### src/rtl/demod_branch_merge.sv
// demod_branch_merge: joins the if-branch result, the else-branch result and the
// branch condition. Each arrives on its own valid/ready stream with its own FIFO.
// Heads are popped only as aligned triples. The condition picks which branch's
// NCH-channel result goes out on a registered valid/ready port.
// Optional build macro: DEMOD_MERGE_STATS_EN. It adds per-branch selection counters
// and a synchronous clear for them.

module demod_branch_merge_fifo #(
    parameter int W     = 32,
    parameter int DEPTH = 4
) (
    input  logic         clk,
    input  logic         reset,
    input  logic         push,
    input  logic [W-1:0] wdata,
    input  logic         pop,
    output logic [W-1:0] rdata,
    output logic         empty,
    output logic         full
);
    localparam int AW = $clog2(DEPTH);
    localparam int CW = $clog2(DEPTH + 1);

    logic [W-1:0]  mem [DEPTH];
    logic [AW-1:0] wr_ptr, rd_ptr;
    logic [CW-1:0] count;

    assign empty = (count == '0);
    assign full  = (count == CW'(DEPTH));
    assign rdata = mem[rd_ptr];

    // storage write; contents need no reset because count gates visibility
    always_ff @(posedge clk) begin
        if (push) mem[wr_ptr] <= wdata;
    end

    // pointers wrap naturally since DEPTH is a power of 2
    always_ff @(posedge clk or posedge reset) begin
        if (reset) begin
            wr_ptr <= '0;
            rd_ptr <= '0;
            count  <= '0;
        end else begin
            if (push) wr_ptr <= wr_ptr + 1'b1;
            if (pop)  rd_ptr <= rd_ptr + 1'b1;
            case ({push, pop})
                2'b10:   count <= count + 1'b1;
                2'b01:   count <= count - 1'b1;
                default: count <= count;
            endcase
        end
    end
endmodule

module demod_branch_merge #(
    parameter int WIDTH = 32,
    parameter int NCH   = 2,
    parameter int DEPTH = 4
) (
    input  logic                 clk,
    input  logic                 reset,
    input  logic                 if_valid,
    input  logic [NCH*WIDTH-1:0] if_data,
    output logic                 if_ready,
    input  logic                 else_valid,
    input  logic [NCH*WIDTH-1:0] else_data,
    output logic                 else_ready,
    input  logic                 cond_valid,
    input  logic                 cond_in,
    output logic                 cond_ready,
    output logic                 out_valid,
    input  logic                 out_ready,
    output logic [NCH*WIDTH-1:0] out_data,
    output logic                 out_cond
`ifdef DEMOD_MERGE_STATS_EN
    ,
    input  logic                 stat_clr,
    output logic [15:0]          stat_if_cnt,
    output logic [15:0]          stat_else_cnt
`endif
);
    localparam int DW = NCH * WIDTH;

    logic [DW-1:0] if_head, else_head, sel_data;
    logic          cond_head;
    logic          if_empty, else_empty, cond_empty;
    logic          if_full, else_full, cond_full;
    logic          fire;

    // ready is held low during reset and never bypasses a full FIFO
    assign if_ready   = !reset && !if_full;
    assign else_ready = !reset && !else_full;
    assign cond_ready = !reset && !cond_full;

    assign fire = !if_empty && !else_empty && !cond_empty && (!out_valid || out_ready);

    demod_branch_merge_fifo #(.W(DW), .DEPTH(DEPTH)) u_if_fifo (
        .clk(clk), .reset(reset), .push(if_valid && if_ready), .wdata(if_data),
        .pop(fire), .rdata(if_head), .empty(if_empty), .full(if_full)
    );

    demod_branch_merge_fifo #(.W(DW), .DEPTH(DEPTH)) u_else_fifo (
        .clk(clk), .reset(reset), .push(else_valid && else_ready), .wdata(else_data),
        .pop(fire), .rdata(else_head), .empty(else_empty), .full(else_full)
    );

    demod_branch_merge_fifo #(.W(1), .DEPTH(DEPTH)) u_cond_fifo (
        .clk(clk), .reset(reset), .push(cond_valid && cond_ready), .wdata(cond_in),
        .pop(fire), .rdata(cond_head), .empty(cond_empty), .full(cond_full)
    );

    // per-channel select between branch results
    for (genvar k = 0; k < NCH; k++) begin : g_ch
        assign sel_data[k*WIDTH +: WIDTH] = cond_head ? if_head[k*WIDTH +: WIDTH]
                                                      : else_head[k*WIDTH +: WIDTH];
    end

    // output register: load on fire, clear valid once consumed, hold while stalled
    always_ff @(posedge clk or posedge reset) begin
        if (reset) begin
            out_valid <= 1'b0;
            out_data  <= '0;
            out_cond  <= 1'b0;
        end else if (fire) begin
            out_valid <= 1'b1;
            out_data  <= sel_data;
            out_cond  <= cond_head;
        end else if (out_valid && out_ready) begin
            out_valid <= 1'b0;
        end
    end

`ifdef DEMOD_MERGE_STATS_EN
    // saturating selection counters; clear beats a same-cycle increment
    always_ff @(posedge clk or posedge reset) begin
        if (reset) begin
            stat_if_cnt   <= '0;
            stat_else_cnt <= '0;
        end else if (stat_clr) begin
            stat_if_cnt   <= '0;
            stat_else_cnt <= '0;
        end else if (fire) begin
            if (cond_head && stat_if_cnt != 16'hFFFF)
                stat_if_cnt <= stat_if_cnt + 16'd1;
            if (!cond_head && stat_else_cnt != 16'hFFFF)
                stat_else_cnt <= stat_else_cnt + 16'd1;
        end
    end
`endif
endmodule

### config.mk
export PLATFORM = sky130hd
export DESIGN_NAME = demod_branch_merge
export DESIGN_NICKNAME = d
export VERILOG_FILES = /design/src/rtl/demod_branch_merge.sv
export SDC_FILE = /design/constraint.sdc
export NUM_CORES = 1
export LEC_CHECK = 0
export BUFFER_PORTS_ARGS = -buffer_cell sky130_fd_sc_hd__buf_2
export CORE_ASPECT_RATIO = 1.75
export CORE_MARGIN = 2
export CORE_UTILIZATION = 60
export DETAILED_ROUTE_END_ITERATION = 10
export PLACE_DENSITY = 0.85
export REMOVE_ABC_BUFFERS = 1
export SYNTH_ARGS = -nofsm -noshare
export SYNTH_HDL_FRONTEND = slang
export SYNTH_SLANG_ARGS = --single-unit
### constraint.sdc
create_clock -name clk -period 6.35 [get_ports clk]
set_input_delay 0.635 -clock clk [delete_from_list [all_inputs] [get_ports clk]]
set_output_delay 0.635 -clock clk [all_outputs]
set_load 0.03 [all_outputs]
==> flow_metrics.py <==
metrics = {
    "outcome": {
        "outcome": "complete, no violations",
    },
    "yosys": {
        "syn-mean-instance-area_sq_um": 21.39,
        "synth_cells": 1067,
        "synth.distinct_cells": 28,
        "ys_seq_area_frac": 0.7743,
        "synth-seq-cells": 603,
        "syn_area_sq_um": 22820,
        "synth_warnings": 0,
    },
    "die": {
        "io_pins": 204,
        "coreArea_sq_um": 37520,
        "start_util": 0.6083,
        "die_h_um": 262,
        "dieWidth_um": 151.4,
        "num_rows": 94,
        "die-area_sq_um": 39670,
    },
    "clocking": {
        "ctsRootBufferMaster": "clkbuf_16",
        "cts_tree": "yes",
        "ctsResizeCount": 0,
        "holdBufCountCts": 0,
        "clkTransAtPathRegs_ns": 0.07,
        "post_cts_buffers": 0,
        "h-tree-depth": 2,
        "clk_path_buf_depth": 3,
        "clkSinkCount": 603,
        "cts_buffers": 50,
        "clock_latency_ns": 0.57,
    },
    "worst_setup_path": {
        "crit_chain": "nor2b_1 -> nor4_2 -> buf_4 -> buf_4 -> mux2_2",
        "cp-start-kind": "flop",
        "slowest_delay_ns": 0.74,
        "arrival_ns": 3.24,
        "required_ns": 6.79,
        "critPathCaptureType": "flop",
        "worst-setup-path-type": "reg -> reg",
        "critPathMostFrequentCell": "buf_4",
        "path_buf_inv": 2,
        "crit_family": "buffers and inverters",
        "worst-path-max-fanout": 70,
        "critPathSlowestCell": "buf_4",
    },
    "sta": {
        "fin_crit_ns": 2.806,
        "final.period_utilization": 0.4419,
        "setup_viol": 0,
        "fmax_ghz": 0.3564,
        "fin_skew_ns": 0.02352,
        "tightest_slew_ns": 1.161,
        "finalHoldViolCount": 0,
        "slew_violations": 0,
        "rsz0062_at_grt": "false",
        "max-slew-margin-rel": 0.2260,
    },
    "layout": {
        "final_common_cell": "edfxtp_1",
        "area_delta_synth_final_pct": 14.42,
        "nNetsFinal": 1431,
        "final_cell_mix": "edfxtp_1, buf_2, mux4_2, dfrtp_1",
        "final_layout_size_suffix_gt1_frac": 0.3235,
        "stdcell_area_sq_um": 26110,
        "layoutNonFillerInstCount": 1819,
    },
    "detailed_routing": {
        "drtIter0Drc": 934,
        "ant_nets": 0,
        "vias": 11120,
        "drc": 0,
        "drtPass1Iterations": 5,
        "routed_wl_um": 46990,
        "viasPerCell": 6.114,
        "routedWlPerCell_um": 25.83,
    },
    "place": {
        "dp_cells": 1706,
        "dpl_cell_area_sq_um": 24270,
        "globalplace.congestion": 0.7340,
        "dp_hpwl_um": 25910,
        "port_buffers": 203,
    },
    "min_path": {
        "hold_path_class": "in -> async",
    },
    "grt": {
        "grt_pass1_vias": 11870,
        "grt.overflow.total": 0,
        "grt_util_all_layers": 0.2453,
        "grt_first_pass_wirelength_um": 70210,
        "grt_max_degree": 71,
        "antenna_found_initial": 26,
    },
    "pwr": {
        "p_per_area_nw_per_um2": 475.3,
        "p_leak_nw": 9.191,
        "ir_worst_vdd_mv": 0.4218,
    },
    "flow_run": {
        "cap_violations": 0,
    },
}
==> cell type report <==
class,instances,area [sq um]
Sequential cell,603,17690
Fill cell,2200,11400
Clock inverter,27,371.6
Clock buffer,67,1429
Multi-Input combinational cell,395,4843
Timing Repair Buffer,209,1061
Antenna cell,19,47.55
Inverter,19,73.82
Tap cell,480,600.6
==> worst paths after layout <==
check / start / end / slack [ns] / cells past startpoint
setup / recovery: out_valid / out_cond / 3.54 / 5
hold / removal: reset / u_else_fifo.count[0] / 0.22 / 2
setup reg to reg: out_valid / out_cond / 3.54 / 5
hold reg to reg: u_else_fifo.count[2] / u_else_fifo.count[2] / 0.50 / 1
max in group asynchronous: reset / u_if_fifo.rd_ptr[0] / 4.94 / 3
min in group clk: if_data[9] / u_if_fifo.mem[1][9] / 0.27 / 1
==> stage by stage <==
stage               total power (W)  utilization  hold slack [ns]  setup WS, ns  setup TNS [ns]
floorplan                  0.008122            -           0.4528        -6.231         -395.96
global placement           0.008998       0.6468           0.4782         3.404               0
detailed placement         0.009185       0.6468           0.4876         3.326               0
CTS                         0.01251       0.6948           0.2358         3.487               0
global route                0.01297       0.6959           0.2520         3.350               0
finish                      0.01241       0.6960           0.2150         3.544               0
==> layer usage <==
metal	global-route usage	vias up	wire (um)	share of wire
met5	0	-	91	0.0019
met4	0.1212	16	1922	0.041
met3	0.04219	113	2704	0.058
met2	0.4223	431	24950	0.53
met1	0.3016	5815	17320	0.37
li1	-	4746	-	-
==> worst reg2reg max path: stages, from the launching register on <==
cell and delay (ns):
dfrtp_1 0.37, nor2b_1 0.15, nor4_2 0.27, buf_4 0.64, buf_4 0.79, mux2_2 0.48
==> kinds of logic (layout without fill, tap and decap cells) <==
| group | Yosys count | count (layout) | share of synthesized area |
|---|---|---|---|
| buffers and inverters | 69 | 322 | 0.01557 |
| flip-flops | 603 | 603 | 0.7743 |
| XOR/XNOR | 18 | 18 | 0.006908 |
| AND/OR/NAND/NOR | 92 | 92 | 0.01733 |
| AO/OA/AOI/OAI | 67 | 67 | 0.01486 |
| other | 0 | 19 | 0 |
| adder cells (fa/ha/maj) | 18 | 18 | 0.01086 |
| multiplexers | 200 | 200 | 0.1601 |
==> synthesized netlist by cell type <==
cell	n	area share
buf_2	17	0.0037
buf_6	8	0.0039
clkbuf_1	20	0.0033
nor3_1	4	0.00088
mux2i_1	67	0.029
buf_4	2	0.00066
nor2b_1	1	0.00027
xor2_1	9	0.0035
xnor2_1	9	0.0035
and3_1	12	0.0033
ha_1	15	0.0082
a31oi_1	3	0.00082
mux4_1	9	0.010
mux4_2	120	0.12
and2_1	3	0.00082
nor4_1	1	0.00027
nor2_1	67	0.011
mux2_2	1	0.00049
mux2_1	3	0.0015
a21oi_1	64	0.014
edfxtp_1	516	0.68
inv_1	19	0.0031
fa_1	3	0.0026
buf_1	1	0.00016
clkbuf_4	2	0.00066
nand2_1	3	0.00049
dfrtp_1	87	0.095
or2_2	1	0.00027
==> registers in the layout, summed over array words and instances (netlist names) <==
signal              cells
u_else_fifo.mem       256
u_if_fifo.mem         256
out_data               64
u_cond_fifo.mem         4
u_cond_fifo.count       3
u_else_fifo.count       3
u_if_fifo.count         3
u_cond_fifo.rd_ptr      2
u_cond_fifo.wr_ptr      2
u_else_fifo.rd_ptr      2
u_else_fifo.wr_ptr      2
u_if_fifo.rd_ptr        2
u_if_fifo.wr_ptr        2
out_cond                1
out_valid               1
==> where the power goes <==
| group | switching, W | internal, W | total (W) |
|---|---|---|---|
| clock | 0.00136 | 0.00195 | 0.00332 |
| combinational | 0.00196 | 0.00153 | 0.00349 |
| sequential | 0.000601 | 0.00500 | 0.00560 |
Power figures use the tool's default switching activity.
